`src/rtl/fetch_pkg.sv`:
```
// Shared types and defaults for the instruction fetch unit.
// The entry record is sized by XLEN, so fetch_unit is meant to run with ADDR_W == XLEN.
package fetch_pkg;

    localparam int XLEN = 32;

    localparam logic [4:0] EXC_NONE = 5'd0;
    localparam logic [4:0] EXC_ADEL = 5'd4;

    localparam logic [XLEN-1:0] RESET_PC_DEF   = 32'h0000_3000;
    localparam logic [XLEN-1:0] EXC_VECTOR_DEF = 32'h0000_4180;
    localparam logic [XLEN-1:0] PC_LO_DEF      = 32'h0000_3000;
    localparam logic [XLEN-1:0] PC_HI_DEF      = 32'h0000_6FFC;

    typedef struct packed {
        logic [XLEN-1:0] pc;
        logic [XLEN-1:0] instr;
        logic [4:0]      exc;
    } fetch_entry_t;

endpackage

```
`src/rtl/fetch_iq.sv`:
```
// Synchronous FIFO holding fetched entries; supports flush and same-cycle push/pop.
// The caller must only push while full if it also pops in that cycle.
module fetch_iq
    import fetch_pkg::*;
#(
    parameter int  DEPTH   = 4,
    parameter type entry_t = fetch_entry_t
) (
    input  logic                       clk,
    input  logic                       reset,
    input  logic                       flush,
    input  logic                       push,
    input  entry_t                     push_data,
    input  logic                       pop,
    output entry_t                     head,
    output logic [$clog2(DEPTH):0]     count
);

    localparam int PW = $clog2(DEPTH);
    localparam int CW = PW + 1;

    entry_t        mem [DEPTH];
    logic [PW-1:0] rd_ptr;
    logic [PW-1:0] wr_ptr;

    // Pointers wrap for free because DEPTH is a power of two.
    always_ff @(posedge clk) begin
        if (reset || flush) begin
            rd_ptr <= '0;
            wr_ptr <= '0;
            count  <= '0;
        end else begin
            if (push)
                wr_ptr <= wr_ptr + PW'(1);
            if (pop)
                rd_ptr <= rd_ptr + PW'(1);
            case ({push, pop})
                2'b10:   count <= count + CW'(1);
                2'b01:   count <= count - CW'(1);
                default: count <= count;
            endcase
        end
    end

    always_ff @(posedge clk) begin
        if (push && !flush)
            mem[wr_ptr] <= push_data;
    end

    assign head = mem[rd_ptr];

endmodule

```
`src/rtl/fetch_unit.sv`:
```
// Instruction fetch: PC register with redirect handling, feeding a small instruction queue.
module fetch_unit
    import fetch_pkg::*;
#(
    parameter int              ADDR_W     = 32,
    parameter logic [ADDR_W-1:0] RESET_PC   = RESET_PC_DEF,
    parameter logic [ADDR_W-1:0] EXC_VECTOR = EXC_VECTOR_DEF,
    parameter logic [ADDR_W-1:0] PC_LO      = PC_LO_DEF,
    parameter logic [ADDR_W-1:0] PC_HI      = PC_HI_DEF,
    parameter int              IQ_DEPTH   = 4
) (
    input  logic                        clk,
    input  logic                        reset,
    output logic [ADDR_W-1:0]           imem_addr,
    input  logic [ADDR_W-1:0]           imem_rdata,
    input  logic                        redirect_valid,
    input  logic [ADDR_W-1:0]           redirect_pc,
    input  logic                        exc_req,
    output logic                        deq_valid,
    input  logic                        deq_ready,
    output logic [ADDR_W-1:0]           deq_pc,
    output logic [ADDR_W-1:0]           deq_instr,
    output logic [4:0]                  deq_exc,
    output logic [$clog2(IQ_DEPTH):0]   iq_count
);

    localparam int CW = $clog2(IQ_DEPTH) + 1;

    logic [ADDR_W-1:0] pc;
    logic              redirect;
    logic              pop;
    logic              enq;
    logic              bad_addr;
    fetch_entry_t      new_entry;
    fetch_entry_t      head;

    assign redirect  = exc_req || redirect_valid;
    assign deq_valid = (iq_count != '0);
    assign pop       = deq_valid && deq_ready;
    assign enq       = !redirect && ((iq_count < CW'(IQ_DEPTH)) || pop);
    assign imem_addr = pc;

    // Misaligned or out-of-range PCs still enqueue, but as an AdEL entry with no instruction.
    assign bad_addr = (pc[1:0] != 2'b00) || (pc < PC_LO) || (pc > PC_HI);

    always_comb begin
        new_entry.pc    = pc;
        new_entry.instr = bad_addr ? '0 : imem_rdata;
        new_entry.exc   = bad_addr ? EXC_ADEL : EXC_NONE;
    end

    always_ff @(posedge clk) begin
        if (reset)
            pc <= RESET_PC;
        else if (exc_req)
            pc <= EXC_VECTOR;
        else if (redirect_valid)
            pc <= redirect_pc;
        else if (enq)
            pc <= pc + ADDR_W'(4);
    end

    fetch_iq #(
        .DEPTH   (IQ_DEPTH),
        .entry_t (fetch_entry_t)
    ) u_iq (
        .clk       (clk),
        .reset     (reset),
        .flush     (redirect),
        .push      (enq),
        .push_data (new_entry),
        .pop       (pop && !redirect),
        .head      (head),
        .count     (iq_count)
    );

    assign deq_pc    = head.pc;
    assign deq_instr = head.instr;
    assign deq_exc   = head.exc;

endmodule

```
`config.mk`:
```
export PLATFORM = sky130hd
export DESIGN_NAME = fetch_unit
export DESIGN_NICKNAME = d
export VERILOG_FILES = /design/src/rtl/fetch_pkg.sv /design/src/rtl/fetch_iq.sv /design/src/rtl/fetch_unit.sv
export SDC_FILE = /design/constraint.sdc
export NUM_CORES = 1
export LEC_CHECK = 0
export CORE_ASPECT_RATIO = 0.8
export CORE_MARGIN = 1.5
export CORE_UTILIZATION = 50
export CTS_CLUSTER_SIZE = 25
export DETAILED_ROUTE_END_ITERATION = 10
export PLACE_DENSITY = 0.82
export SYNTH_ARGS = -nofsm -noshare
export SYNTH_HDL_FRONTEND = slang
export SYNTH_HIERARCHICAL = 1
export SYNTH_SLANG_ARGS = --single-unit
```
`constraint.sdc`:
```
create_clock -name clk -period 3.2 [get_ports clk]
set_input_delay 0.32 -clock clk [delete_from_list [all_inputs] [get_ports clk]]
set_output_delay 0.32 -clock clk [all_outputs]
set_load 0.01 [all_outputs]
```
==> flow_metrics.py, run 1 <==
metrics = {
    "cells_and_area": {
        "layout.nets": 963,
        "layout-drive-gt1-share": 0.162,
        "mostFrequentLayoutCells": "edfxtp_1, clkdlybuf4s50_1, mux4_2",
        "areaGrowthSynthToFinish_pct": 23.3,
        "antenna_cells": 0,
        "final_common_cell": "edfxtp_1",
        "postLayoutCellArea_um2": 15700,
        "final_util": 0.636,
        "instances_no_fill": 1223,
    },
    "worst_setup_path": {
        "end_kind": "output port",
        "arrival_ns": 2.60,
        "worstPathRequired_ns": 2.88,
        "crit_type": "reg2out",
        "critPathLaunchType": "flip-flop",
        "rr_startpoint": "imem_addr[3]",
        "critPathMaxFanout": 24,
    },
    "routing": {
        "wire_per_inst_um": 22.5,
        "antenna_left": 0,
        "drc": 0,
        "routed_wl_um": 27600,
        "via_per_inst": 5.80,
        "drtIter0Drc": 613,
        "vias": 7090,
        "first_pass_iters": 5,
    },
    "sta": {
        "setup_ws_ns": 0.281,
        "hold_slack_ns": 0.379,
        "hold_viol": 0,
        "slew_headroom": 0.606,
        "tightest_slew_ns": 0.590,
        "final_max_slew_viol_count": 0,
        "max_freq_mhz": 343,
        "clock_skew_ns": 0.0221,
        "rsz0062_at_grt": "false",
        "setup_tns_ns": 0,
        "period_needed_ns": 2.92,
        "setup_viol": 0,
        "finalCritPeriodShare": 0.912,
    },
    "global_routing": {
        "use_met3": 0.0425,
        "top_usage_layer": "met2",
        "overflow": 0,
        "grt_use_met1": 0.313,
        "grt_antenna_before_repair": 0,
        "grt_usage": 0.212,
        "grt_max_degree": 47,
        "gr-usage-met2": 0.332,
        "grt_pass1_wl_um": 42600,
        "grt_pass1_vias": 7226,
    },
    "clock_tree": {
        "root_buffer": "clkbuf_16",
        "clkSinkCount": 317,
        "numCtsBuffers": 30,
        "clk_latency_ns": 0.55,
        "post_cts_resized": 0,
        "cts_buffer_depth": 3,
        "cts_hold_buf": 0,
        "post_cts_buffers": 0,
        "cts_tree": "yes",
        "clk_pin_slew_ns": 0.06,
        "cts-htree-levels": 1,
    },
    "power_and_ir_drop": {
        "p_total_mw": 8.11,
        "p_leak_nw": 5.06,
        "ir_drop_mv": 0.417,
        "power_density_nw_per_um2": 518,
    },
    "place": {
        "hpwl_um": 18000,
        "dp_cells": 1173,
        "portBuffers": 173,
        "gp_congestion": 0.836,
        "dpl_worst_slack_ns": 0.553,
        "post_dp_cell_area_um2": 14800,
    },
    "flow_run": {
        "timing.max_cap.violations": 0,
    },
    "min_path": {
        "min_path_type": "in2reg",
        "min-delay-start": "redirect_pc[10]",
    },
    "synth": {
        "synth_cell_types": 45,
        "ys.flop_type": "edfxtp_1",
        "yosys_warnings": 6,
        "syn_inst": 705,
        "async_reset_ff_frac": 0,
        "netlist_area_um2": 12700,
        "synth_edf_count": 276,
        "synth_seq_cells": 317,
        "avgSynthCellArea_um2": 18.0,
        "seq_area_frac_synth": 0.717,
    },
    "die": {
        "die_w_um": 181,
        "die_h_um": 146,
        "dieArea_um2": 26400,
        "core_um2": 24600,
        "start_util": 0.516,
        "core.rowCount": 51,
        "ios": 174,
    },
    "status": {
        "status": "finished, final reports clean",
    },
}
[flip-flops by register name, indices dropped and copies added (netlist names), named ones only]
signal       count
u_iq/mem       276
u_iq/wr_ptr      2
u_iq/count       3
imem_addr       30
u_iq/rd_ptr      2
[where the power goes]
group	internal [mW]	total [mW]	switching, mW
combinational	0.173	0.324	0.151
clock	1.83	3.22	1.39
sequential	4.51	4.57	0.0567
total	6.51	8.11	1.59
[worst max-delay path, cell delays in order (launching register included)]
cell and delay [ns]:
dfxtp_4 0.68, buf_4 0.30, mux4_2 0.55, clkdlybuf4s50_1 0.51
[final cells by class]
class                   instances  area, um^2
clock buffers                  40         810
clock inverters                10        67.6
fillers                      1704        8970
inverters                      12        45.0
multi-input cells             328        3190
flip-flops and latches        317        9120
well taps                     318         398
repair buffers                198        2030
[synthesized netlist by cell type, drive strengths merged (7+ instances only)]
library cell  instances  area (um^2)
nand4                 7         43.8
nor3                 12         90.1
nand3                12         60.1
nor4                 12         90.1
and2                 39          244
a21oi                24          120
buf                  45          360
xnor2                22          193
clkbuf               18         67.6
o21ai                25          125
nand2                20         75.1
nor2                 18         75.1
xor2                  7         61.3
mux4                 69         1550
edfxtp              276         8290
inv                  12         45.0
dfxtp                41          821
[layer usage]
layer,share of wire,vias to the layer above,routed length [um]
met5,0,-,0
met4,0.016,0,438
met3,0.091,42,2510
met2,0.47,379,12900
met1,0.43,3579,11700
li1,-,3090,-
[kinds of logic (layout without fill, tap and decap cells)]
| logic type | Yosys count | after routing | synth area share |
|---|---|---|---|
| flops | 317 | 317 | 0.717 |
| simple gates | 141 | 141 | 0.0651 |
| mux | 75 | 75 | 0.127 |
| buf+inv | 75 | 260 | 0.0372 |
| compound gates | 60 | 60 | 0.0258 |
| xor+xnor | 29 | 29 | 0.0200 |
| fa+ha+maj | 7 | 7 | 0.00748 |
| other cells | 1 | 16 | 0.000295 |
[worst paths after layout]
path	depth (start not counted)	slack (ns)	end
max	3	0.28	deq_pc[15]
min	3	0.38	imem_addr[10]
max reg2reg	6	0.80	imem_addr[26]
min reg2reg	2	0.56	u_iq/count[2]
(Power assumes the default switching activity.)
==> run 2: changes to the inputs <==
--- a/config.mk
+++ b/config.mk
@@ -15,3 +15,4 @@
 export SYNTH_HDL_FRONTEND = slang
 export SYNTH_HIERARCHICAL = 1
 export SYNTH_SLANG_ARGS = --single-unit
+export TNS_END_PERCENT = 30
==> results of run 2 <==
Same layout as run 1: the final DEF is identical, and so are final timing and power.
